[src/rtl/rf_wb_arbiter_pkg.sv]
// Shared definitions for the register-file writeback arbiter:
// default bus widths, the hard-wired zero register and the pipeline port index.
package rf_wb_arbiter_pkg;

    localparam int RegAddrBus = 5;
    localparam int RegDataBus = 32;

    localparam logic [RegAddrBus-1:0] ZeroReg = '0;

    localparam int PIPE_PORT = 0;

endpackage

[src/rtl/rf_wb_arbiter_rr_picker.sv]
// Round-robin one-hot selector: first set request at or above ptr, else lowest set.
// Ports: req (request vector), ptr (start index), gnt (one-hot grant, zero if no request).
module rf_wb_arbiter_rr_picker #(
    parameter int N = 3
) (
    input  logic [N-1:0]         req,
    input  logic [$clog2(N)-1:0] ptr,
    output logic [N-1:0]         gnt
);

    logic [N-1:0] hi;

    always_comb begin
        // Requests at or above the pointer take precedence; isolate lowest set bit.
        hi  = req & ~((N'(1) << ptr) - N'(1));
        gnt = (|hi) ? (hi & (~hi + N'(1))) : (req & (~req + N'(1)));
    end

endmodule

[src/rtl/rf_wb_arbiter.sv]
// Arbitrates the single regfile write port between pipeline writeback (port 0)
// and side writers, with aging to prevent starvation; one-cycle registered output.
// Ports: req_valid/ready/waddr/wdata per requester in, rd_we/waddr/wdata/grant_id
// registered out, pipe_stall when port 0 is refused.
module rf_wb_arbiter
    import rf_wb_arbiter_pkg::*;
#(
    parameter int NUM_REQ  = 3,
    parameter int ADDR_W   = RegAddrBus,
    parameter int DATA_W   = RegDataBus,
    parameter int MAX_WAIT = 4
) (
    input  logic                        clk,
    input  logic                        rst,
    input  logic [NUM_REQ-1:0]          req_valid,
    output logic [NUM_REQ-1:0]          req_ready,
    input  logic [NUM_REQ*ADDR_W-1:0]   req_waddr,
    input  logic [NUM_REQ*DATA_W-1:0]   req_wdata,
    output logic                        rd_we,
    output logic [ADDR_W-1:0]           rd_waddr,
    output logic [DATA_W-1:0]           rd_wdata,
    output logic [$clog2(NUM_REQ)-1:0]  grant_id,
    output logic                        pipe_stall
);

    localparam int ID_W  = $clog2(NUM_REQ);
    localparam int AGE_W = $clog2(MAX_WAIT + 1);
    localparam logic [AGE_W-1:0] AGE_MAX = AGE_W'(MAX_WAIT);

    logic [ID_W-1:0]                ptr;
    logic [NUM_REQ-1:1][AGE_W-1:0]  age;
    logic [NUM_REQ-1:0]             starve;
    logic [NUM_REQ-1:0]             side;
    logic [NUM_REQ-1:0]             gnt_starve;
    logic [NUM_REQ-1:0]             gnt_side;
    logic [ID_W-1:0]                win_id;
    logic [ADDR_W-1:0]              win_addr;
    logic [DATA_W-1:0]              win_data;

    // Side-writer request sets; port 0 never enters either picker.
    always_comb begin
        starve = '0;
        side   = '0;
        for (int j = 1; j < NUM_REQ; j++) begin
            side[j]   = req_valid[j];
            starve[j] = req_valid[j] && (age[j] == AGE_MAX);
        end
    end

    rf_wb_arbiter_rr_picker #(.N(NUM_REQ)) u_pick_starve (
        .req (starve),
        .ptr (ptr),
        .gnt (gnt_starve)
    );

    rf_wb_arbiter_rr_picker #(.N(NUM_REQ)) u_pick_side (
        .req (side),
        .ptr (ptr),
        .gnt (gnt_side)
    );

    always_comb begin
        if (rst) begin
            req_ready = '0;
        end else if (|starve) begin
            req_ready = gnt_starve;
        end else if (req_valid[PIPE_PORT]) begin
            req_ready = NUM_REQ'(1) << PIPE_PORT;
        end else begin
            req_ready = gnt_side;
        end
    end

    assign pipe_stall = req_valid[PIPE_PORT] & ~req_ready[PIPE_PORT];

    // Winner mux; req_ready is one-hot or zero.
    always_comb begin
        win_id   = '0;
        win_addr = '0;
        win_data = '0;
        for (int i = 0; i < NUM_REQ; i++) begin
            if (req_ready[i]) begin
                win_id   = ID_W'(i);
                win_addr = req_waddr[i*ADDR_W +: ADDR_W];
                win_data = req_wdata[i*DATA_W +: DATA_W];
            end
        end
    end

    always_ff @(posedge clk or posedge rst) begin
        if (rst) begin
            rd_we    <= 1'b0;
            rd_waddr <= '0;
            rd_wdata <= '0;
            grant_id <= '0;
            ptr      <= ID_W'(1);
            age      <= '0;
        end else begin
            rd_we <= 1'b0;
            if (|req_ready) begin
                // x0 writes are consumed but never reach the regfile.
                rd_we    <= (win_addr != ADDR_W'(ZeroReg));
                rd_waddr <= win_addr;
                rd_wdata <= win_data;
                grant_id <= win_id;
                if (win_id != ID_W'(PIPE_PORT)) begin
                    ptr <= (win_id == ID_W'(NUM_REQ - 1)) ? ID_W'(1)
                                                          : win_id + ID_W'(1);
                end
            end
            for (int j = 1; j < NUM_REQ; j++) begin
                if (!req_valid[j] || req_ready[j]) begin
                    age[j] <= '0;
                end else if (age[j] != AGE_MAX) begin
                    age[j] <= age[j] + AGE_W'(1);
                end
            end
        end
    end

endmodule

[config.mk]
export PLATFORM = sky130hd
export DESIGN_NAME = rf_wb_arbiter
export DESIGN_NICKNAME = d
export VERILOG_FILES = /design/src/rtl/rf_wb_arbiter_pkg.sv /design/src/rtl/rf_wb_arbiter_rr_picker.sv /design/src/rtl/rf_wb_arbiter.sv
export SDC_FILE = /design/constraint.sdc
export NUM_CORES = 1
export LEC_CHECK = 0
export BUFFER_PORTS_ARGS = -buffer_cell sky130_fd_sc_hd__buf_2
export CAP_MARGIN = 30
export CORE_UTILIZATION = 30
export CTS_CLUSTER_DIAMETER = 100
export DETAILED_ROUTE_END_ITERATION = 16
export MAX_ROUTING_LAYER = met4
export PLACE_DENSITY_LB_ADDON = 0.25
export SYNTH_ARGS = -nofsm -noshare
export SYNTH_HDL_FRONTEND = slang
export SYNTH_SLANG_ARGS = --single-unit
[constraint.sdc]
create_clock -name clk -period 6.99 [get_ports clk]
set_clock_uncertainty 0.15 [all_clocks]
set_input_delay 0.3495 -clock clk [delete_from_list [all_inputs] [get_ports clk]]
set_output_delay 0.3495 -clock clk [all_outputs]
set_load 0.01 [all_outputs]
==> summary.txt, run 1 <==
Filler Cell Count = 855
Setup crit end kind = primary output
DR vias = 2745
Pin count of the biggest net entering global routing = 39
DP HPWL = 5710 um
Antenna cells = 0
Largest family of logic cells by synthesized area = compound AO/OA/AOI/OAI gates
Drc violations = 0
Hold path cells = 3
Area growth syn-to-layout = 39.7%
Final Hold Violating Endpoints = 0
CP max FO = 37
Mapped Nets = 412
Total core area = 0.00826 mm^2
Pre-CTS setup slack = 4.31 ns
Mux share of post-synthesis cell area = 0%
DR vias/cell = 5.00
Post-synth top area cell = dfrtp_1
Worst setup margin = 4.05 ns
CTS Buf Count = 5
Drt first pass iters = 5
Ys flop type = dfrtp_1
Clk_lat worst skew = 0.30 ns
Worst rel slew slack = 36.4%
Post-synth EDFFs = 0
Critical Path AT = 2.44 ns
Avg WL per Cell = 14.0 um
Vias in the first global route = 2481
Layout cells sized above 1 = 41.2%
H-tree depth = 2
Leakage = 1.83 nW
Top cells by area, synth = dfrtp_1 46%, a221oi_1 11%, a21oi_1 7.2%
FF+latch count, synth = 48
CTS tree = built
Final period utilization = 42.0%
Seq/Total Area, Yosys = 46.7%
Hold WS = 0.119 ns
Setup TNS = 0 ns
WS Path Type = reg2out
Avg Inst Size Synth = 8.81 um^2
Total die area = 0.00895 mm^2
Post-CTS Hold Buffers = 1
Max Slew Vio Count = 0
Final setup vio count = 0
DP Cell Count = 540
Starting Density = 31.2%
RSZ-0062 raised after global routing = false
Max-capacitance violation count = 0
Post-Layout Cell Count = 549
Compound-Gate Fraction of Synth Area = 25.6%
Synth top area share = 45.7%
GP Congestion = 0.835
Pwr dens = 221 mW/mm^2
Fmax = 341 MHz
Worst EP required = 6.49 ns
Least-Margin Pin Slew = 0.952 ns
I/O pin total = 160
Fin crit period = 2.94 ns
Row count = 33
Most common cell in the synthesized netlist = nand2_1
Total gr overflow = 0
Worst Hold Class = in2reg
Die Wd = 94.6 um
Clock-pin slew on the worst setup and hold paths = 0.09 ns
# clock sinks = 48
First-pass GRT wire length = 12100 um
Die Span Y = 94.6 um
Clk Tree Root Cell = clkbuf_8
CTS Buffer Depth = 2
YS warnings = 0
Worst R2R Path Depth = 8
Crit start category = flop
Routed WL = 7700 um
Yosys cell types = 41
Synth Area in XOR/XNOR = 0.681%
DRT iter0 DRCs = 136
Post CTS Setup Buffer Count = 0
Ys async rst share = 100%
IO buf count = 159
Fin nets = 563
Post-Synth Simple-Gate Area = 20.1%
Mapped Cells = 292
Peak supply drop = 0.0000863 V
Synth Area in Adders = 1.95%
Synthesized area = 0.00257 mm^2
Status = finished clean
Initial antenna violation count = 0
Post-CTS sizing = 0
Antenna viol nets, final = 0
Most frequent cells after synthesis = 48 x nand2_1, 47 x dfrtp_1, 43 x nor2_1
Total Routing Usage GR = 17.8%
[report_power, final]
part | internal, mW | switching [mW] | total [mW]
combinational | 0.0996 | 0.127 | 0.226
clock | 0.126 | 0.0932 | 0.220
sequential | 0.323 | 0.0265 | 0.350
[state kept, by name, summed over array words and instances (netlist names)]
name,cells
age,6
grant_id,2
ptr,2
rd_waddr,5
rd_wdata,32
rd_we,1
[through the flow]
stage                     cell area, um^2  total power [mW]  util (%)
after global routing                 3590             0.849      43.5
after floorplan                      2570             0.482         -
final                                3590             0.796      43.5
after global placement               3460             0.580      41.9
after CTS                            3590             0.808      43.5
after detailed placement             3460             0.584      41.9
[path summary, 6_finish.rpt]
check                         startpoint            to  slack, ns
max                               age[0]  req_ready[1]       4.05
max reg2reg                       age[3]   rd_wdata[4]       4.32
min                        req_wdata[22]  rd_wdata[22]       0.12
min reg2reg                  grant_id[0]   grant_id[0]       0.33
min in group asynchronous            rst   rd_waddr[2]       0.54
max in group asynchronous            rst        ptr[0]       5.32
[kinds of logic (layout without fill, tap and decap cells)]
group	count (synthesis)	count (layout)
and+or+nand+nor	118	118
AOI/OAI and AO/OA	91	91
buffers and inverters	29	181
DFF	48	48
xor gates and xnor gates	2	2
adders and majority gates	4	4
[cell type report]
cell class	count	area, um^2	share of cell area [%]
Clock buffer	7	96.3	2.68
Clock inverter	1	30.0	0.836
Inverter	10	40.0	1.11
Multi-Input combinational cell	215	1260	35.2
Sequential cell	48	1200	33.5
Tap cell	105	131	3.66
Timing Repair Buffer	163	828	23.1
[metal layers]
metal  share of wire (%)  vias to the layer above  GRT usage (%)
met5                   0                        -              -
met2                  50                      114           29.4
met4                0.83                        0           4.17
li1                    -                     1350              -
met1                  44                     1276           23.0
met3                 5.6                        5           2.74
[layout by cell type, fill, tap and decap left out, drive strengths merged, types with 2 or more instances in the layout]
master / n
buf: 162
nand2: 49
dfrtp: 47
nor2: 43
a21oi: 39
a221oi: 32
inv: 10
clkbuf: 7
nand3: 6
a22oi: 4
a21o: 4
ha: 4
and3: 3
nor3: 3
o21ai: 3
o211ai: 3
nor2b: 2
nand4: 2
nand2b: 2
and2: 2
o221ai: 2
xnor2: 2
[critical path, stage by stage, from the launching register on]
cell,delay (ns)
dfrtp_1,0.42
inv_1,0.07
ha_1,0.23
and3_1,0.24
o21ai_2,0.13
a21oi_4,0.78
buf_2,0.27
Note: power is estimated with default switching activity, not from simulation.
==> run 2: changes to the inputs <==
==> constraint.sdc (replaced) <==
create_clock -name clk -period 2.77 [get_ports clk]
set_clock_uncertainty 0.15 [all_clocks]
set_input_delay 0.1385 -clock clk [delete_from_list [all_inputs] [get_ports clk]]
set_output_delay 0.1385 -clock clk [all_outputs]
set_load 0.01 [all_outputs]
==> run 2 against run 1 <==
Against the previous run:
- worst setup slack got worse by 3.9 ns
- first-iteration DRC count decreased by 17%
- combinational power increased to 2.9 times the previous value
- power increased to 2.6 times the previous value
- count of clock-buffer cells in the layout decreased by 1
- non-clock buffer count increased by 58
- clock power increased by 130%
- via count increased by 9.3%
- largest power group unchanged
- global-route usage increased by 2.9 points
==> summary.txt, run 2 (synthesis gave the netlist of run 1 again) <==
CP max FO = 36
Crit path cell chain = inv_1, ha_1, nand2_1, o21ai_4, o211ai_4, inv_4, buf_6, nand2_1, nand3_1, dlygate4sd3_1
Worst rel slew slack = 50.8%
First-pass GRT wire length = 13900 um
Regs by FF count = rd_wdata x32, age x6, rd_waddr x5
Reg2reg setup slack = 0.19 ns
IO buf count = 159
Clk_lat worst skew = 0.30 ns
H-tree depth = 2
R2r startpoint = age[3]
Row count = 33
Status = finished clean
Total Routing Usage GR = 20.7%
WS Path Type = reg2reg
GP Congestion = 0.822
Area growth syn-to-layout = 62.0%
Routed WL = 8790 um
Fin nets = 621
Starting Density = 31.2%
Antenna viol nets, final = 0
CTS Buf Count = 5
Final period utilization = 93.0%
Worst path slowest cell = dlygate4sd3_1
RSZ-0062 raised after global routing = false
Fin crit period = 2.58 ns
Post CTS Setup Buffer Count = 0
Hold path cells = 3
# clock sinks = 48
Drc violations = 0
Total die area = 0.00895 mm^2
Pin count of the biggest net entering global routing = 39
Worst Path Buf+Inv = 4
Least-Margin Pin Slew = 0.739 ns
Critical Path Max Stage Delay = 0.55 ns
Vias in the first global route = 3028
Die Span Y = 94.6 um
Worst R2R Path Depth = 10
Antenna cells = 0
Setup TNS = 0 ns
Biggest register = rd_wdata
Leakage = 2.08 nW
Most common cell after layout, fill and taps aside = buf_2
Total core area = 0.00826 mm^2
DR vias = 2999
Post-route total power = 2.04 mW
Worst Hold Class = in2reg
CTS tree = built
Hold Startpoint = req_wdata[85]
Initial antenna violation count = 0
DR vias/cell = 4.94
Clk Tree Root Cell = clkbuf_8
WP depth = 10
Final Hold Violating Endpoints = 0
Drt first pass iters = 5
Setup crit end kind = flop
CTS Buffer Depth = 2
Layout cells sized above 1 = 37.3%
Die Wd = 94.6 um
DP HPWL = 5740 um
Most frequent cells in the layout = 159 x buf_2, 54 x dlygate4sd3_1, 48 x nand2_1
Hold EP = rd_wdata[21]
Reg2reg end = rd_waddr[0]
Clock-pin slew on the worst setup and hold paths = 0.10 ns
Total gr overflow = 0
DRT iter0 DRCs = 113
Largest register FFs = 32
Fmax = 388 MHz
Critical Path AT = 2.67 ns
I/O pin total = 160
Final setup vio count = 0
Crit-path most repeated cell = nand2_1
Max-capacitance violation count = 0
Worst EP required = 2.86 ns
Crit start category = flop
Pwr dens = 491 mW/mm^2
Peak supply drop = 0.000186 V
Critical path's top delay family = buffers and inverters
Max Slew Vio Count = 0
Avg WL per Cell = 14.5 um
run 2: cell types whose count changed in the layout (fill, tap and decap cells not counted), sizes merged:
cell	before	now
dlygate4sd3	1	54
buf	162	167
clkinv	0	1
clkbuf	7	6
run 2: power breakdown:
| group | internal, mW | total [mW] | switching, mW | leakage (nW) |
|---|---|---|---|---|
| registers | 0.816 | 0.883 | 0.0668 | 0.559 |
| logic | 0.312 | 0.651 | 0.339 | 1.46 |
| clock network | 0.268 | 0.510 | 0.242 | 0.0552 |
run 2: routing by layer:
metal	GRT usage, %	up-vias	share of wire [%]	routed length [um]
li1	-	1469	-	-
met1	24.0	1401	41	3580
met2	36.9	119	53	4620
met3	3.46	10	5.3	470
met4	5.43	0	1.3	113
met5	-	-	0	0
run 2: layout make-up:
class,count,area (um^2)
multi-input cells,215,1270
repair buffers,221,1410
fillers,787,4090
flip-flops and latches,48,1200
clock buffers,6,72.6
well taps,105,131
clock inverters,2,35.0
inverters,10,40.0
run 2: worst max-delay path by stage:
| stage | slack, ns | to | from |
|---|---|---|---|
| final | 0.19 | rd_waddr[0] | age[3] |
| after global placement | 0.43 | rd_we | age[0] |
| after global routing | 0.03 | rd_waddr[0] | age[3] |
| after CTS | 0.05 | rd_waddr[0] | age[3] |
| after detailed placement | 0.31 | rd_we | age[0] |
| after floorplan | 0.48 | rd_we | age[0] |
run 2: timing repair:
item | in CTS | in global routing
resized for setup | 0 | 2
hold buffers | 54 | 0
endpoints found under the setup margin | 0 | 1
hold endpoints to repair | 81 | 0
run 2: worst min-delay path, delay by kind of cell:
kind	cells	cell delay, ns
buf+inv	1	0.07
compound gates	2	0.19
run 2: metrics by stage:
stage / util, % / setup slack [ns] / std cells / hold slack [ns] / instance area [um^2]
after floorplan: - / 0.483 / 292 / 0.104 / 2570
after global placement: 42.5 / 0.427 / 545 / 0.156 / 3510
after detailed placement: 42.5 / 0.311 / 545 / 0.164 / 3510
after CTS: 50.3 / 0.0486 / 607 / 0.00113 / 4160
after global routing: 50.5 / 0.0322 / 607 / 0.00271 / 4170
final: 50.5 / 0.194 / 607 / 0.00350 / 4170
